File: src/rtl/mem_stage.sv
// rtl/mem_stage.sv - RV32I memory-access stage: data-memory handshake, store lane steering, load extension
package mem_stage_pkg;
   localparam logic [6:0] op_load  = 7'b0000011;
   localparam logic [6:0] op_store = 7'b0100011;

   typedef struct packed {
      logic [6:0] opcode;
      logic       load_regfile;
      logic       write;
   } ctrl_regs;

   typedef struct packed {
      logic        valid;
      logic [31:0] pc;
      ctrl_regs    ctrl;
      logic [2:0]  funct3;
      logic [4:0]  rd;
      logic [31:0] alu;
      logic [31:0] rs2;
   } stage_regs;
endpackage

module mem_stage
   import mem_stage_pkg::*;
(
   input  logic        clk,
   input  logic        rst,
   input  stage_regs   in_regs,
   output logic        stall_out,
   output stage_regs   out_regs,
   output logic [31:0] out_rdata,
   output logic        misalign,
   output logic [31:0] dmem_addr,
   output logic        dmem_read,
   output logic        dmem_write,
   output logic [3:0]  dmem_byte_enable,
   output logic [31:0] dmem_wdata,
   input  logic [31:0] dmem_rdata,
   input  logic        dmem_resp
);
   typedef enum logic {IDLE, WAIT} state_t;

   state_t      state, state_nx;
   logic        is_load, is_store, mem_op, illegal, issue;
   logic [1:0]  off;
   logic [2:0]  f3;
   logic [4:0]  shamt;
   logic [31:0] rshift, load_data, store_data;
   logic [3:0]  store_be;
   stage_regs   suppressed;

   assign f3       = in_regs.funct3;
   assign off      = in_regs.alu[1:0];
   assign shamt    = {off, 3'b000};
   assign is_load  = in_regs.ctrl.opcode == op_load;
   assign is_store = in_regs.ctrl.opcode == op_store;
   assign mem_op   = in_regs.valid & (is_load | is_store);
   assign issue    = mem_op & ~illegal;

   always_comb begin
      illegal = 1'b0;
      if (is_load)
         illegal = (f3 == 3'b011) | (f3 == 3'b110) | (f3 == 3'b111)
                 | ((f3[1:0] == 2'b01) & off[0])
                 | ((f3 == 3'b010) & (off != 2'b00));
      else if (is_store)
         illegal = (f3 >= 3'b011)
                 | ((f3 == 3'b001) & off[0])
                 | ((f3 == 3'b010) & (off != 2'b00));
   end

   // Halfword/byte lanes are selected by the low address bits, both ways.
   always_comb begin
      rshift     = dmem_rdata >> shamt;
      store_data = in_regs.rs2 << shamt;
      case (f3[1:0])
         2'b00:   store_be = 4'b0001 << off;
         2'b01:   store_be = 4'b0011 << off;
         default: store_be = 4'b1111;
      endcase
      case (f3)
         3'b000:  load_data = {{24{rshift[7]}}, rshift[7:0]};
         3'b100:  load_data = {24'h0, rshift[7:0]};
         3'b001:  load_data = {{16{rshift[15]}}, rshift[15:0]};
         3'b101:  load_data = {16'h0, rshift[15:0]};
         default: load_data = rshift;
      endcase
   end

   always_comb begin
      suppressed                   = in_regs;
      suppressed.ctrl.load_regfile = 1'b0;
      suppressed.ctrl.write        = 1'b0;
   end

   always_comb begin
      state_nx  = state;
      stall_out = 1'b0;
      if (!rst) begin
         case (state)
            IDLE: if (issue) begin
               stall_out = 1'b1;
               state_nx  = WAIT;
            end
            WAIT: begin
               stall_out = ~dmem_resp;
               if (dmem_resp) state_nx = IDLE;
            end
            default: state_nx = IDLE;
         endcase
      end
   end

   always_ff @(posedge clk) begin
      if (rst) state <= IDLE;
      else     state <= state_nx;
   end

   always_ff @(posedge clk) begin
      if (rst) begin
         out_regs         <= '0;
         out_rdata        <= '0;
         misalign         <= 1'b0;
         dmem_addr        <= '0;
         dmem_read        <= 1'b0;
         dmem_write       <= 1'b0;
         dmem_byte_enable <= '0;
         dmem_wdata       <= '0;
      end else if (state == IDLE) begin
         out_rdata <= '0;
         if (issue) begin
            out_regs         <= in_regs;
            out_regs.valid   <= 1'b0;
            misalign         <= 1'b0;
            dmem_addr        <= {in_regs.alu[31:2], 2'b00};
            dmem_read        <= is_load;
            dmem_write       <= is_store;
            dmem_byte_enable <= is_load ? 4'b1111 : store_be;
            dmem_wdata       <= is_store ? store_data : 32'h0;
         end else if (mem_op) begin
            out_regs <= suppressed;
            misalign <= 1'b1;
         end else begin
            out_regs <= in_regs;
            misalign <= 1'b0;
         end
      end else begin
         misalign <= 1'b0;
         // in_regs is still the held instruction, so it completes here.
         if (dmem_resp) begin
            out_regs         <= in_regs;
            out_rdata        <= is_load ? load_data : 32'h0;
            dmem_read        <= 1'b0;
            dmem_write       <= 1'b0;
            dmem_byte_enable <= '0;
         end
      end
   end
endmodule

File: config.mk
export PLATFORM = sky130hd
export DESIGN_NAME = mem_stage
export DESIGN_NICKNAME = d
export VERILOG_FILES = /design/src/rtl/mem_stage.sv
export SDC_FILE = /design/constraint.sdc
export NUM_CORES = 1
export LEC_CHECK = 0
export BUFFER_PORTS_ARGS = -buffer_cell sky130_fd_sc_hd__clkbuf_2
export CORE_AREA = 4 4 187 143
export DETAILED_ROUTE_END_ITERATION = 7
export DIE_AREA = 0 0 191 147
export PLACE_DENSITY = 0.65
export SLEW_MARGIN = 20
export SYNTH_ARGS = -nofsm -noshare
export SYNTH_HDL_FRONTEND = slang
export SYNTH_SLANG_ARGS = --single-unit
File: constraint.sdc
create_clock -name clk -period 3.3 [get_ports clk]
set_input_delay 0.825 -clock clk [delete_from_list [all_inputs] [get_ports clk]]
set_output_delay 0.825 -clock clk [all_outputs]
set_load 0.02 [all_outputs]
==> impl_metrics.ini, run 1 <==
[status]
status = finished, final reports clean

[detailed_routing]
dr.pass1.iters = 5
wl_mm = 30.19
vias = 8584
ant_nets = 0
drtIter0Drc = 539
viasPerCell = 5.020
drc = 0
wl_per_cell_um = 17.66

[synthesis]
synth_edf_count = 0
syn_area_um2 = 8618
netlist_top_cells_area = dfxtp_1, nand2_1, a21oi_1
syn_inst = 1036
synthArstFlopShare_pct = 0
post-synth-top-count-cell = nand2_1
synth-seq-area-share_pct = 50.17
synth.distinct_cells = 48
syn_avg_cell_area_um2 = 8.319
ys.flop_type = dfxtp_1
yosysWarnings = 0
yosys.area.top_type_share_pct = 50.17
synth_top_cell_by_area = dfxtp_1
ys_top_cells_by_count = nand2_1, dfxtp_1, a21oi_1
ys_ff_latch = 216

[setup_path]
ff2ff_path_depth = 5
critPathRequiredTime_ns = 2.47
critical_path.max_fanout = 3
worst_path_most_repeated_cell = clkbuf_2
critical_path.endpoint_type = output pin
crit_family = compound AO/OA/AOI/OAI gates
slowest_delay_ns = 0.58
worst-path-buf-inv = 2
critPathArrivalTime_ns = 2.40
crit_chain = clkbuf_2, or4_4, a211o_4, a21oi_1, clkbuf_2
critPathKind = primary input to output pin
cp.depth = 5
crit_slowest_cell = or4_4
startpoint_type = primary input

[sta]
final.setup.tns_ns = 0
finalCritPeriodShare_pct = 97.59
tightestPinTransition_ns = 0.9152
rsz0062_at_grt = false
fmax_ghz = 0.3105
period_needed_ns = 3.221
max_slew_margin_pct = 38.99
finClkSkew_ns = 0.01090
setup_violations = 0
hold_violations = 0
final_max_slew_viol_count = 0

[power_and_ir_drop]
vdd.ir_drop.worst_mv = 0.3307
p_leak_nw = 5.236
p_per_area_nw_per_um2 = 510.6

[floorplanning]
die_area_um2 = 28080
core_um2 = 24840
fp-row-count = 50
ios = 367
die_h_um = 147
die_x_um = 191
start_util_pct = 34.70

[cells_and_area]
multi_input_area_um2 = 3943
drive_gt1_share_pct = 33.67
design_area_um2 = 11440
seqCellArea_um2 = 4324
antenna_cells = 0
nNetsFinal = 1507
n_fill_cell = 2501
area_delta_synth_final_pct = 32.74

[clock_tree]
htreeDepth = 1
ctsRootBufferMaster = clkbuf_16
cts_made_buffers = 23
cts_buffer_depth = 3
cts_resized = 0
cts_sinks = 216
cts.clk_slew.worst_paths_ns = 0.06
clk_latency_ns = 0.50
cts_tree = done
postCtsSetupBuffers = 0
cts_hold_buf = 0

[grt]
grt_max_degree = 115
grt-ovfl-total = 0
track_usage_pct = 20.27
first_global_vias = 8232
antenna_found_initial = 1
grt_pass1_wl_mm = 46.37

[worst_hold_path]
hp-class = flip-flop to flip-flop
hold_depth = 2

[run]
max-cap-violations = 0

[placed_design]
postPlaceCellArea_um2 = 10710
routabilityCongestion = 0.8474
port_buffers = 364
dp_hpwl_mm = 21.42
[kinds of logic after synthesis]
kind of cell / synth area share [%]
buffers and inverters: 4.530
other: 0.04351
and+or+nand+nor: 21.52
DFF: 50.17
AOI/OAI and AO/OA: 16.52
muxes: 7.215
[where the power goes]
group          switching, mW  leakage (nW)  internal (mW)  total [mW]
Clock                   1.04         0.351           1.49        2.53
Combinational          0.357          3.11          0.228       0.585
Sequential            0.0379          1.77           2.68        2.72
[sequential cells by signal (all words and copies together), names as in the netlist]
register / cells
dmem_addr: 30
dmem_byte_enable: 4
dmem_read: 1
dmem_wdata: 32
dmem_write: 1
misalign: 1
out_rdata: 32
out_regs: 114
state: 1
[tightest hold or removal path: cells and delay by family (launching register included)]
family	cells	cell delay, ns
flops	1	0.31
compound gates	1	0.05
simple gates	1	0.05
[worst paths after layout]
path	startpoint	end	slack (ns)
worst min-delay path	out_regs[32]	out_regs[32]	0.45
worst min register to register	out_regs[32]	out_regs[32]	0.45
worst max register to register	state	dmem_byte_enable[2]	1.22
worst max-delay path	in_regs[69]	stall_out	0.08
[layout make-up]
cell class,count,area share [%]
Clock inverter,7,0.8312
Clock buffer,32,5.501
Sequential cell,216,37.80
Inverter,2,0.06562
Timing Repair Buffer,386,17.64
Multi-Input combinational cell,729,34.46
Tap cell,338,3.697
[stage by stage]
stage,instances,utilization (%),total power [mW],hold slack [ns],worst slack (ns)
2_1_floorplan,1037,-,3.093,0.5302,0.05714
3_3_place_gp,1671,43.13,3.355,0.4375,0.04267
3_5_place_dp,1671,43.13,3.362,0.4423,0.04884
4_1_cts,1710,46.05,5.919,0.4504,0.04324
5_1_grt,1710,46.06,6.079,0.4664,0.07228
6_report,1710,46.06,5.841,0.4472,0.07947
[layout by cell type, fill, tap and decap left out, drive strengths merged, types with 2 or more instances in the layout]
master | netlist | final
clkbuf | 61 | 395
nand2 | 346 | 346
dfxtp | 216 | 216
a21oi | 173 | 173
mux2 | 25 | 25
buf | 29 | 23
nand3 | 22 | 22
nand3b | 20 | 20
a22oi | 17 | 17
mux2i | 16 | 16
o21ai | 12 | 12
nor2 | 11 | 11
nor2b | 11 | 11
o31ai | 9 | 9
mux4 | 8 | 8
o2111ai | 8 | 8
o2bb2ai | 8 | 8
a221oi | 7 | 7
nor4 | 4 | 4
nand2b | 4 | 4
inv | 2 | 4
nand4bb | 2 | 2
nor3 | 2 | 2
a21o | 2 | 2
nor4b | 2 | 2
conb | 1 | 2
bufinv | 0 | 2
clkinv | 0 | 2
or2 | 2 | 2
or3b | 2 | 2
[layer usage]
layer,part of all wire [%],global-route usage (%),vias to the layer above,routed length (um)
met4,2.5,4.702,0,741
met2,45,32.95,358,13700
met5,0,0,-,0
met3,8.9,5.012,46,2677
met1,43,27.38,4015,13070
li1,-,-,4165,-
Note: power is estimated with default switching activity, not from simulation.
==> run 2, diff against run 1 <==
- clock period: 3.3 -> 3.6 ns (I/O delays scaled with it)
==> run 2 against run 1 <==
Effect of this change:
- critical path depth grew 1
- via count grew 0.44%
- combinational power shrank 8.4%
- register-to-register slack gained 0.16 ns
- final cell count is essentially flat
- sequential power shrank 8.1%
- power shrank 7.2%
- worst hold slack gained 0.0023 ns
- core utilization shrank 0.055 points
- clock power shrank 6%
- sequential cell count is the same
- largest cell class unchanged
- sequential share of layout area is essentially flat
==> impl_metrics.ini, run 2 (synthesized netlist as in run 1, its figures left out) <==
[status]
status = finished, final reports clean

[cells_and_area]
final_common_cell = clkbuf_2
nNetsFinal = 1505
fin_cells = 1709
largest_reg_flops = 114
area_delta_synth_final_pct = 32.58
top_regs = out_regs x114, dmem_wdata x32, out_rdata x32
regMostFlops = out_regs
drive_gt1_share_pct = 33.41
antenna_cells = 0
layout_common_cells = clkbuf_2, nand2_1, dfxtp_1

[floorplanning]
die_area_um2 = 28080
start_util_pct = 34.70
die_x_um = 191
die_h_um = 147
ios = 367
core_um2 = 24840
fp-row-count = 50

[setup_path]
slowest_delay_ns = 0.57
startpoint_type = primary input
crit_family = simple AND/OR/NAND/NOR gates
worst-path-buf-inv = 3
critPathKind = primary input to output pin
worst_path_most_repeated_cell = clkbuf_2
crit_chain = clkbuf_2, or4_4, a211o_4, a21oi_1, buf_4, clkbuf_2
critical_path.max_fanout = 6
crit_slowest_cell = or4_4
critPathArrivalTime_ns = 2.43
critPathRequiredTime_ns = 2.70
critical_path.endpoint_type = output pin

[detailed_routing]
dr.pass1.iters = 4
wl_mm = 30.53
wl_per_cell_um = 17.87
vias = 8622
drtIter0Drc = 514
drc = 0
ant_nets = 0
viasPerCell = 5.045

[grt]
track_usage_pct = 20.50
grt_max_degree = 135
first_global_vias = 8263
antenna_found_initial = 0
grt_pass1_wl_mm = 46.87
grt-ovfl-total = 0

[sta]
setup_ws_ns = 0.2736
tightestPinTransition_ns = 0.9243
setup_violations = 0
rsz0062_at_grt = false
period_needed_ns = 3.326
max_slew_margin_pct = 38.38
final.setup.tns_ns = 0
hold_violations = 0
finalCritPeriodShare_pct = 92.40
finClkSkew_ns = 0.01153
fmax_ghz = 0.3006
final_max_slew_viol_count = 0

[clock_tree]
cts_buffer_depth = 3
clk_latency_ns = 0.51
cts_sinks = 216
cts_tree = done
cts_resized = 0
htreeDepth = 1
cts_hold_buf = 0
cts_made_buffers = 23
cts.clk_slew.worst_paths_ns = 0.06
postCtsSetupBuffers = 0
ctsRootBufferMaster = clkbuf_16

[placed_design]
dp_hpwl_mm = 21.58
port_buffers = 364
pre_cts_slack_ns = 0.2681
place_inst = 1669
routabilityCongestion = 0.8587

[power_and_ir_drop]
vdd.ir_drop.worst_mv = 0.3492
p_leak_nw = 5.237
p_per_area_nw_per_um2 = 474.4

[run]
max-cap-violations = 0

[worst_hold_path]
hp-class = flip-flop to flip-flop
[run 2: changes by cell type in the layout (fill, tap and decap cells not counted), sizes merged]
cell,previous run,this run
clkbuf,395,397
clkinv,2,3
clkinvlp,1,0
buf,23,21
inv,4,2
bufinv,2,3
[run 2: final timing paths]
| kind | from | slack [ns] | cells after the start | to |
|---|---|---|---|---|
| worst max-delay path | in_regs[71] | 0.27 | 6 | stall_out |
| worst min register to register | out_regs[84] | 0.45 | 2 | out_regs[84] |
| worst max register to register | state | 1.38 | 5 | dmem_read |
| worst min-delay path | out_regs[84] | 0.45 | 2 | out_regs[84] |
[run 2: tightest hold or removal path, stage by stage (launching register included)]
cell     delay (ns)
dfxtp_1        0.31
nand2_1        0.05
a21oi_1        0.05
[run 2: final cells by class]
class	count	area, um^2
inverters	2	7.507
repair buffers	384	1991
flip-flops and latches	216	4324
multi-input cells	729	3939
clock inverters	6	105.1
well taps	338	422.9
fillers	2496	13410
clock buffers	34	636.9
[run 2: per-stage QoR]
stage	hold slack [ns]	total power [mW]	cell area (um^2)	utilization [%]
3_5_place_dp	0.4440	3.079	10680	43.02
3_3_place_gp	0.4373	3.073	10680	43.02
6_report	0.4494	5.420	11430	46.01
4_1_cts	0.4508	5.487	11430	46.01
5_1_grt	0.4723	5.638	11430	46.01
2_1_floorplan	0.5302	2.836	8622	-
[run 2: metal layers]
metal | wire length (um) | vias to the layer above | GRT usage [%]
met3 | 2433 | 47 | 4.727
met4 | 767 | 0 | 4.882
met5 | 0 | - | 0
met2 | 13680 | 350 | 32.57
li1 | - | 4157 | -
met1 | 13650 | 4068 | 28.47
[run 2: where the power goes]
group / switching [mW] / total (mW) / internal [mW]
clock network: 0.955 / 2.39 / 1.43
logic: 0.329 / 0.536 / 0.207
registers: 0.0351 / 2.50 / 2.46
